==> src/rtl/reg_status_table_pkg.sv <==
// Shared definitions for the register status (rename) table and its read ports.
package reg_status_table_pkg;

    localparam int unsigned REG_ADDR_W = 5;
    localparam int unsigned NUM_REGS   = 32;
    localparam int unsigned ROB_W      = 3;
    localparam int unsigned BUSY_CNT_W = 6;

    typedef logic [ROB_W-1:0]      tag_t;
    typedef logic [REG_ADDR_W-1:0] reg_addr_t;

    localparam reg_addr_t REG_ZERO = '0;

    function automatic logic [BUSY_CNT_W-1:0] popcount(input logic [NUM_REGS-1:0] v);
        logic [BUSY_CNT_W-1:0] cnt;
        cnt = '0;
        for (int unsigned i = 0; i < NUM_REGS; i++) begin
            cnt = cnt + BUSY_CNT_W'(v[i]);
        end
        return cnt;
    endfunction

endpackage

==> src/rtl/reg_status_read_port.sv <==
// One registered lookup port of the status table: x0 reads as idle, valid pulses
// for one cycle per request.
module reg_status_read_port
    import reg_status_table_pkg::*;
#(
    parameter int unsigned ROB_WIDTH = ROB_W
) (
    input  logic                                clk_i,
    input  logic                                rst_i,
    input  logic                                rdy_i,
    input  logic                                req_i,
    input  logic [REG_ADDR_W-1:0]               addr_i,
    input  logic [NUM_REGS-1:0]                 busy_i,
    input  logic [NUM_REGS-1:0][ROB_WIDTH-1:0]  tag_i,
    output logic                                valid_o,
    output logic                                busy_o,
    output logic [ROB_WIDTH-1:0]                tag_o
);

    logic                 valid_q, valid_d;
    logic                 busy_q,  busy_d;
    logic [ROB_WIDTH-1:0] tag_q,   tag_d;

    always_comb begin
        valid_d = req_i;
        busy_d  = busy_q;
        tag_d   = tag_q;
        if (req_i) begin
            if (addr_i == REG_ZERO) begin
                busy_d = 1'b0;
                tag_d  = '0;
            end else begin
                busy_d = busy_i[addr_i];
                tag_d  = tag_i[addr_i];
            end
        end
    end

    always_ff @(posedge clk_i or posedge rst_i) begin
        if (rst_i) begin
            valid_q <= 1'b0;
            busy_q  <= 1'b0;
            tag_q   <= '0;
        end else if (rdy_i) begin
            valid_q <= valid_d;
            busy_q  <= busy_d;
            tag_q   <= tag_d;
        end
    end

    assign valid_o = valid_q;
    assign busy_o  = busy_q;
    assign tag_o   = tag_q;

endmodule

==> src/rtl/reg_status_table.sv <==
// Register status table: per-register pending-writer busy bit and ROB tag.
// Optional busy_count output enabled by defining REG_STATUS_BUSY_CNT_EN.
module reg_status_table
    import reg_status_table_pkg::*;
#(
    parameter int unsigned ROB_WIDTH = ROB_W,
    parameter int unsigned RS_WIDTH  = 2
) (
    input  logic                    clk_in,
    input  logic                    rst_in,
    input  logic                    rdy_in,
    input  logic                    from_issue_valid,
    input  logic [REG_ADDR_W-1:0]   from_issue_rd,
    input  logic [ROB_WIDTH-1:0]    from_issue_tag,
    input  logic                    from_rs_rs1_flag,
    input  logic                    from_rs_rs2_flag,
    input  logic [REG_ADDR_W-1:0]   from_rs_rs1,
    input  logic [REG_ADDR_W-1:0]   from_rs_rs2,
    input  logic [RS_WIDTH-1:0]     from_rs_index,
    input  logic                    from_rob,
    input  logic [REG_ADDR_W-1:0]   from_rob_rd,
    input  logic [ROB_WIDTH-1:0]    from_rob_tag,
    input  logic                    from_rob_flush,
`ifdef REG_STATUS_BUSY_CNT_EN
    output logic [BUSY_CNT_W-1:0]   busy_count,
`endif
    output logic                    to_rs_rs1_flag,
    output logic                    to_rs_rs2_flag,
    output logic [RS_WIDTH-1:0]     to_rs_index,
    output logic                    to_rs_rs1_busy,
    output logic [ROB_WIDTH-1:0]    to_rs_rs1_tag,
    output logic                    to_rs_rs2_busy,
    output logic [ROB_WIDTH-1:0]    to_rs_rs2_tag
);

    logic [NUM_REGS-1:0]                busy_q, busy_d;
    logic [NUM_REGS-1:0][ROB_WIDTH-1:0] tag_q,  tag_d;
    logic [RS_WIDTH-1:0]                index_q, index_d;

    // Flush beats everything; otherwise commit clears only if it still owns the
    // entry, and a same-cycle issue overrides the commit.
    always_comb begin
        busy_d  = busy_q;
        tag_d   = tag_q;
        index_d = index_q;
        if (from_rs_rs1_flag || from_rs_rs2_flag) begin
            index_d = from_rs_index;
        end
        if (from_rob_flush) begin
            busy_d = '0;
        end else begin
            if (from_rob && (from_rob_rd != REG_ZERO)
                && (tag_q[from_rob_rd] == from_rob_tag)) begin
                busy_d[from_rob_rd] = 1'b0;
            end
            if (from_issue_valid && (from_issue_rd != REG_ZERO)) begin
                busy_d[from_issue_rd] = 1'b1;
                tag_d[from_issue_rd]  = from_issue_tag;
            end
        end
    end

    always_ff @(posedge clk_in or posedge rst_in) begin
        if (rst_in) begin
            busy_q  <= '0;
            tag_q   <= '0;
            index_q <= '0;
        end else if (rdy_in) begin
            busy_q  <= busy_d;
            tag_q   <= tag_d;
            index_q <= index_d;
        end
    end

    assign to_rs_index = index_q;

`ifdef REG_STATUS_BUSY_CNT_EN
    logic [BUSY_CNT_W-1:0] busy_cnt_q;

    always_ff @(posedge clk_in or posedge rst_in) begin
        if (rst_in) begin
            busy_cnt_q <= '0;
        end else if (rdy_in) begin
            busy_cnt_q <= popcount(busy_d);
        end
    end

    assign busy_count = busy_cnt_q;
`endif

    // Lookups see pre-edge table state, matching the register file's read.
    reg_status_read_port #(.ROB_WIDTH(ROB_WIDTH)) u_rs1_port (
        .clk_i   (clk_in),
        .rst_i   (rst_in),
        .rdy_i   (rdy_in),
        .req_i   (from_rs_rs1_flag),
        .addr_i  (from_rs_rs1),
        .busy_i  (busy_q),
        .tag_i   (tag_q),
        .valid_o (to_rs_rs1_flag),
        .busy_o  (to_rs_rs1_busy),
        .tag_o   (to_rs_rs1_tag)
    );

    reg_status_read_port #(.ROB_WIDTH(ROB_WIDTH)) u_rs2_port (
        .clk_i   (clk_in),
        .rst_i   (rst_in),
        .rdy_i   (rdy_in),
        .req_i   (from_rs_rs2_flag),
        .addr_i  (from_rs_rs2),
        .busy_i  (busy_q),
        .tag_i   (tag_q),
        .valid_o (to_rs_rs2_flag),
        .busy_o  (to_rs_rs2_busy),
        .tag_o   (to_rs_rs2_tag)
    );

endmodule

==> config.mk <==
export PLATFORM = sky130hd
export DESIGN_NAME = reg_status_table
export DESIGN_NICKNAME = d
export VERILOG_FILES = /design/src/rtl/reg_status_table_pkg.sv /design/src/rtl/reg_status_read_port.sv /design/src/rtl/reg_status_table.sv
export SDC_FILE = /design/constraint.sdc
export NUM_CORES = 1
export LEC_CHECK = 0
export BUFFER_PORTS_ARGS = -buffer_cell sky130_fd_sc_hd__buf_2
export CAP_MARGIN = 40
export CORE_MARGIN = 3
export CORE_UTILIZATION = 61
export CTS_CLUSTER_DIAMETER = 30
export DETAILED_ROUTE_END_ITERATION = 16
export PLACE_DENSITY = 0.8
export SKIP_CTS_REPAIR_TIMING = 1
export SLEW_MARGIN = 20
export SYNTH_ARGS = -nofsm -noshare
export SYNTH_HDL_FRONTEND = slang
export SYNTH_SLANG_ARGS = --single-unit
==> constraint.sdc <==
create_clock -name clk_in -period 4.3 [get_ports clk_in]
set_clock_uncertainty 0.05 [all_clocks]
set_input_delay 0.215 -clock clk_in [delete_from_list [all_inputs] [get_ports clk_in]]
set_output_delay 0.215 -clock clk_in [all_outputs]
set_load 0.01 [all_outputs]
* Word-level counts from Yosys, hierarchy flattened
Cells that the tools add are included.
Word-level totals: bits of input ports 36, register bits after elaboration 140
Cells by class: equal/unequal tests 1, multiplexer cells 25, magnitude comparators 6, bitwise operators 4, reduce and logical (&&, ||, !) cells 14
Operators with widths (count):
- 32-bit 2-to-1 mux | 4
- 96-bit bitwise mux | 1
- 3-bit binary-select mux with 5-bit select | 3
- 32-bit AND | 1
- 32-bit NOT | 1
- 32-bit OR | 1
- 5-bit by 6-bit less-than comparator with 1-bit output, second input constant | 4
- 3-bit 2-to-1 mux | 6
- 3-bit demux with 5-bit select | 1
- 1-bit binary-select mux with 5-bit select | 2
- 1-bit demux with 5-bit select | 2
- 5-bit by 1-bit greater-or-equal comparator with 1-bit output, second input constant | 2
- 5-bit zero test | 2
- 5-bit nonzero test | 2
- 1-bit 2-to-1 mux | 6
- 2-bit AND reduction | 3
- 1-bit logical AND | 5
- 3-bit == test | 1
- 3-bit AND reduction | 1
- 1-bit logical OR | 1
- 1-bit NOT | 1

* Depth between registers and ports, before layout
Gate-level depths: netlist of the first run.
depth after elaboration 11, gate-level depth with buffers 10, gate-level depth less buffers 6

* Hierarchy
A second synthesis of the first run with hierarchy kept.
Unflattened totals: cells, all modules 785, area total of the unflattened synthesis 9009.9 um2
By module, submodules not included:
- reg_status_table | cells an instance 523, area each 6284.8 um2, times used 1
- reg_status_read_port | cells an instance 131, area each 1362.6 um2, times used 2

* Worst setup path before layout of the first run
No wires, ideal clock.
path kind input to register, start input port from_rob_rd[1], end register busy_q[15], arrival 2.009 ns, stages on the path 9, buffers on the path 3, setup time 0.130 ns, data required time 4.120 ns, setup slack 2.111 ns, path through buf_2 > buf_2 > mux2i_1 > o22ai_1 > nor4_1 > nand4b_1 > buf_2 > a2111oi_2 > a21oi_1
On the way: longest elaborated chain between the ends 11, elaborated cells on any way between the ends 18
RTL lines:
- start, declared | line reg_status_table.sv:21 | input logic [REG_ADDR_W-1:0] from_rob_rd,
- 5-bit by 6-bit less-than comparator with 1-bit output (not written as such) / 5-bit by 1-bit greater-or-equal comparator with 1-bit output (equally long branches) | line reg_status_table.sv:54 | busy_d[from_rob_rd] = 1'b0;
- 1-bit logical AND (not written as such) | line reg_status_table.sv:54
- 1-bit 2-to-1 mux (not written as such) | line reg_status_table.sv:54
- 1-bit demux with 5-bit select | line reg_status_table.sv:54
- 32-bit NOT (no line)
- 32-bit AND (no line)
- 32-bit 2-to-1 mux (*) | line reg_status_table.sv:52 | if (from_rob && (from_rob_rd != REG_ZERO)
- 32-bit 2-to-1 mux (*) | line reg_status_table.sv:49 | if (from_rob_flush) begin
- 32-bit OR (no line)
- 32-bit 2-to-1 mux (*) | line reg_status_table.sv:56 | if (from_issue_valid && (from_issue_rd != REG_ZERO)) begin
- 32-bit 2-to-1 mux (*) | line reg_status_table.sv:49
- end signal, assigned | line reg_status_table.sv:69 | busy_q <= busy_d;
- end, declared | line reg_status_table.sv:36 | logic [NUM_REGS-1:0] busy_q, busy_d;
Mark *: on every way between the ends. The rest lies on a longest branch, timed or not. The select of a mux whose other input is x is not followed. A chain may end at the register's enable or synchronous reset.

* Worst setup path in the final report of the first run
start input port from_rob_rd[1], end register busy_q[11]
Same word-level chain as after synthesis.

==> flow_summary.yaml, run 1 <==
final_layout:
  most-common-layout-cells: "dfrtp_1, mux2i_1, mux2_2, nand2_1, a21oi_1"
  nets: 877
  final_common_cell: "dfrtp_1"
  stdcell_area_um2: 9879
  drive_above_1_share: 0.2685
  syn2layout_area_growth_pct: 10.13
routing:
  topRoutingLayerUsed: "met5"
  ant_nets: 0
  vias_per_cell: 7.649
  drc: 0
  wl_met1_mm: 11.09
  drt_first_pass_iters: 6
  vias: 7909
  wire_per_inst_um: 28.88
  routed_wirelength_mm: 29.87
  drtIter0Drc: 1409
  dr_wl_met2_mm: 13.72
  met3_length_mm: 3.863
floorplanning:
  coreArea_um2: 14150
  floorplan.die_area_um2: 16200
  ioPinCount: 48
  die_w_um: 127.3
  die_y_um: 127.3
  initial_core_util: 0.6340
  rows: 43
worst_hold_path:
  whs_endpoint: "u_rs2_port.valid_o"
  min_from: "from_rs_rs2_flag"
  hold_path_depth: 3
  holdCritPathClass: "in -> reg"
clock_tree:
  cts_tree: "built"
  insertion_delay_ns: 0.43
  path_clk_slew_ns: 0.06
  h-tree-depth: 4
  clock_path_buffers: 2
  cts_made_buffers: 17
  clock-sinks: 140
  root_buffer: "clkbuf_16"
status:
  status: "finished clean"
yosys:
  synth_edf_count: 0
  synth_xor_area_frac: 0
  synth_area_um2: 8971
  synthSimpleGateAreaFrac: 0.1208
  synth_mux_area_frac: 0.3291
  synth_cell_types: 47
  syn_inst: 830
  yosys.area_share.adder: 0
  ys_ff_latch: 140
  synth-main-ff-cell: "dfrtp_1"
  syn_nets: 866
  synth_top_family_by_area: "multiplexers"
  async_flop_share: 1.000
  syn_area_per_cell_um2: 10.81
  synth_compound_area_frac: 0.1219
  ys_seq_area_frac: 0.3905
  yosys_warnings: 0
power_and_ir_drop:
  power_frac_comb: 0.163
  p_sw_mw: 1.020
  p_int_mw: 2.526
  ir_drop_mv: 0.3092
  cellPowerDensity_nw_per_um2: 358.9
  power.leakage_nw: 4.317
  switching_share: 0.2876
  clockPowerShare: 0.411
  seqPwrFrac: 0.426
flow_run:
  timing.max_cap.violations: 0
setup_path:
  r2r_end: "busy_q[11]"
  critical_path_class: "in -> reg"
  crit_top_cell: "buf_4"
  cp_top_family: "buffers and inverters"
  worstPathBufferInverterCount: 3
  critPathSlowestCell: "buf_2"
  end_kind: "flop"
  slowest_delay_ns: 0.66
  critPathMaxFanout: 25
  r2r_start: "tag_q[8]"
  r2r_cells: 7
  r2r_slack_ns: 1.41
  start_kind: "primary input"
  critical_path_arrival_ns: 3.47
  crit_path_cell_trace: "buf_2 -> buf_4 -> mux2i_1 -> o32ai_1 -> nor4_1 -> nand4b_1 -> buf_4 -> a211oi_1 -> a21oi_1"
  critPathRequiredTime_ns: 4.54
sta:
  maxSlewViolCount: 0
  setup_viol: 0
  tightestPinTransition_ns: 0.8830
  period_needed_ns: 3.229
  fin_crit_sh: 0.7509
  grt_setup_unrepaired: "no"
  timing.fmax_ghz: 0.3097
  tns_ns: 0
  slew_headroom: 0.4068
  finalHoldViolations: 0
global_routing:
  grt_max_degree: 63
  grtUsageTotal: 0.3743
  gr-total-overflow: 0
  antenna_found_initial: 1
  grt_pass1_vias: 7551
  grt_pass1_wl_mm: 45.87
placed_design:
  port-buffer-count: 47
  dp_hpwl_mm: 21.51
  place_congestion: 1.023
  place_area_um2: 9236
synth_stat cells, drive strengths merged, types with 8 or more instances:
cell    number  area, um2
a21oi       70      350.3
a22oi       10      75.07
a31oi       12      75.07
buf         29      153.9
clkbuf      45      168.9
dfrtp      140       3503
mux2        86      968.4
mux2i       97      970.9
mux4        45       1013
nand2       72      270.3
nand3       11      55.05
nor2        37      138.9
nor3        21      105.1
nor4        12      90.09
o21ai        8      40.03
o221ai      18      157.7
o22ai       39      244.0
layer usage:
metal  GRT usage  vias up
met5           0        -
met4      0.1129        2
met1      0.5011     3896
li1            -     3215
met3      0.1179      135
met2      0.5897      661
state kept, by name (all words and copies together) (netlist names), 2 cells and up:
register,cells
busy_q,32
u_rs1_port.tag_o,3
to_rs_index,2
tag_q,96
u_rs2_port.tag_o,3
power by group through the flow:
stage          clock network (mW)  logic [mW]  registers, mW
2_1_floorplan                   0       0.391           1.49
3_3_place_gp                    0       0.532           1.52
3_5_place_dp                    0       0.552           1.53
4_1_cts                      1.46       0.555           1.51
5_1_grt                      1.51       0.607           1.52
6_report                     1.46       0.577           1.51
kinds of logic (layout without fill, tap and decap cells):
kind of cell,count (synthesis),after routing
simple gates,209,209
other cells,0,1
mux,228,228
compound gates,175,175
buf+inv,78,101
flops,140,140
how the worst max path moves through the flow:
stage	startpoint	slack, ns	end	cells past startpoint
after global routing	from_rob_rd[1]	1.07	busy_q[22]	8
after global placement	from_rob_rd[1]	0.97	busy_q[11]	9
after floorplan	rst_in	0.28	busy_q[0]	1
after detailed placement	from_rob_rd[1]	0.81	busy_q[13]	9
after CTS	from_rob_rd[1]	1.25	busy_q[11]	9
final	from_rob_rd[1]	1.07	busy_q[11]	9
cell type report:
class | count | area, um2
fill | 1039 | 4270
clock inverter | 10 | 117.6
antenna | 1 | 2.502
multi-input combinational | 612 | 5130
inverter | 4 | 20.02
tap | 180 | 225.2
clock buffer | 21 | 460.4
timing repair buffer | 66 | 420.4
sequential | 140 | 3503
tightest hold or removal path, cell delays in order:
cell and delay, ns:
buf_2 0.08, nand2_1 0.13, o21ai_0 0.10
metrics by stage:
step	instances	power, mW	util	setup WS (ns)	hold slack (ns)
2_1_floorplan	830	1.884	-	0.2821	0.3155
3_3_place_gp	992	2.052	0.6489	0.9709	0.3647
3_5_place_dp	997	2.078	0.6528	0.8077	0.2183
4_1_cts	1028	3.517	0.6936	1.254	-0.2277
5_1_grt	1033	3.639	0.6980	1.072	0.1372
6_report	1034	3.545	0.6982	1.071	0.09255
Note: power is estimated with default switching activity, not from simulation.
==> run 2, diff against run 1 <==
- clock period: 4.3 -> 3.3 ns (I/O delays scaled with it)
==> flow_summary.yaml, run 2 (synthesis gave the netlist of run 1 again) <==
status:
  status: "finished clean"
floorplanning:
  coreArea_um2: 14150
  floorplan.die_area_um2: 16200
  ioPinCount: 48
  die_w_um: 127.3
  rows: 43
  die_y_um: 127.3
  initial_core_util: 0.6340
setup_path:
  cp_top_family: "compound AO/OA/AOI/OAI gates"
  worstPathBufferInverterCount: 0
  start_kind: "flop"
  critPathMaxFanout: 20
  slowest_delay_ns: 0.72
  critPathSlowestCell: "a41o_1"
  critical_path_class: "reg -> reg"
  critPathRequiredTime_ns: 3.58
  end_kind: "flop"
  crit_path_cell_trace: "mux2i_1 -> o32ai_1 -> nor2_1 -> a41o_1 -> nand2_1 -> a31oi_1"
  critical_path_arrival_ns: 3.14
clock_tree:
  cts_made_buffers: 17
  clock_path_buffers: 2
  insertion_delay_ns: 0.43
  clock-sinks: 140
  root_buffer: "clkbuf_16"
  path_clk_slew_ns: 0.06
  h-tree-depth: 4
  cts_tree: "built"
final_layout:
  instances_no_fill: 1036
  register_area_um2: 3503
  reg_top3: "tag_q x96, busy_q x32"
  syn2layout_area_growth_pct: 10.86
  nets: 879
  most-common-layout-cells: "dfrtp_1, mux2i_1, mux2_2, nand2_1, a21oi_1"
  final_common_cell: "dfrtp_1"
  drive_above_1_share: 0.2757
  antennaDiodeCount: 0
  multi_input_area_um2: 5130
  largest_reg_flops: 96
  num-fill-cells: 1023
  regMostFlops: "tag_q"
routing:
  wl_met1_mm: 11.01
  wire_per_inst_um: 28.84
  vias_per_cell: 7.649
  vias: 7924
  ant_nets: 0
  drc: 0
  drtIter0Drc: 1306
  routed_wirelength_mm: 29.88
  met3_length_mm: 4.036
  drt_first_pass_iters: 6
  dr_wl_met2_mm: 13.38
  topRoutingLayerUsed: "met4"
global_routing:
  gr-total-overflow: 0
  grt_max_degree: 73
  grt_pass1_vias: 7661
  antenna_found_initial: 0
  grtUsageTotal: 0.3750
  grt_pass1_wl_mm: 45.75
flow_run:
  timing.max_cap.violations: 0
placed_design:
  dp_hpwl_mm: 21.07
  pre_cts_ws_ns: 0.2388
  dpl.cell_count: 999
  place_congestion: 1.067
  port-buffer-count: 47
worst_hold_path:
  holdCritPathClass: "in -> reg"
sta:
  timing.fmax_ghz: 0.3497
  period_needed_ns: 2.860
  slew_headroom: 0.4197
  grt_setup_unrepaired: "no"
  fin_crit_sh: 0.8666
  maxSlewViolCount: 0
  tns_ns: 0
  setup_ws_ns: 0.4401
  finalHoldViolations: 0
  tightestPinTransition_ns: 0.8638
  setup_viol: 0
power_and_ir_drop:
  power.leakage_nw: 4.349
  cellPowerDensity_nw_per_um2: 476.4
  ir_drop_mv: 0.3961
run 2: cell types whose count changed in the layout (fill, tap and decap cells not counted), sizes merged:
cell      change
clkbuf        +3
clkinv        -3
clkinvlp      +3
bufinv        +1
diode         -1
inv           -1
run 2: layout make-up:
type | instances | share of cell area
tap | 180 | 0.02264
clock buffer | 22 | 0.04969
timing repair buffer | 68 | 0.04403
sequential | 140 | 0.3522
clock inverter | 10 | 0.01371
inverter | 4 | 0.001887
multi-input combinational | 612 | 0.5158
run 2: report_power, final:
group          leakage (nW)  total, mW  internal [mW]  switching, mW
sequential             1.91       1.97           1.83          0.137
combinational          2.14      0.742          0.310          0.433
clock                 0.304       2.02           1.29          0.739
run 2: routing by layer:
metal / vias to the layer above / GRT usage
li1: 3219 / -
met1: 3896 / 0.4940
met2: 685 / 0.5689
met3: 124 / 0.1338
met4: 0 / 0.1521
met5: - / 0
run 2: worst reg2reg max path: stages, from the launching register on:
cell	delay, ns
dfrtp_1	0.41
mux2i_1	0.37
o32ai_1	0.18
nor2_1	0.14
a41o_1	0.72
nand2_1	0.54
a31oi_1	0.36
run 2: final timing paths:
check                                  from            endpoint  slack [ns]  depth (start not counted)
min in group asynchronous            rst_in            tag_q[3]        0.16                          3
setup / recovery                  tag_q[11]          busy_q[12]        0.44                          6
setup reg to reg                  tag_q[11]          busy_q[12]        0.44                          6
max in group asynchronous            rst_in           tag_q[78]        2.17                          5
hold / removal             from_rs_rs1_flag  u_rs1_port.valid_o        0.06                          3
hold reg to reg                    tag_q[0]            tag_q[0]        0.40                          0
run 2: metrics by stage:
| step | total power, mW | hold slack (ns) | utilization | cell area, um2 |
|---|---|---|---|---|
| 2_1_floorplan | 2.455 | 0.2655 | - | 8975 |
| 3_3_place_gp | 2.667 | 0.3156 | 0.6527 | 9235 |
| 3_5_place_dp | 2.700 | 0.04160 | 0.6555 | 9275 |
| 4_1_cts | 4.708 | -0.4042 | 0.7001 | 9906 |
| 5_1_grt | 4.867 | 0.09168 | 0.7029 | 9946 |
| 6_report | 4.738 | 0.06211 | 0.7029 | 9946 |
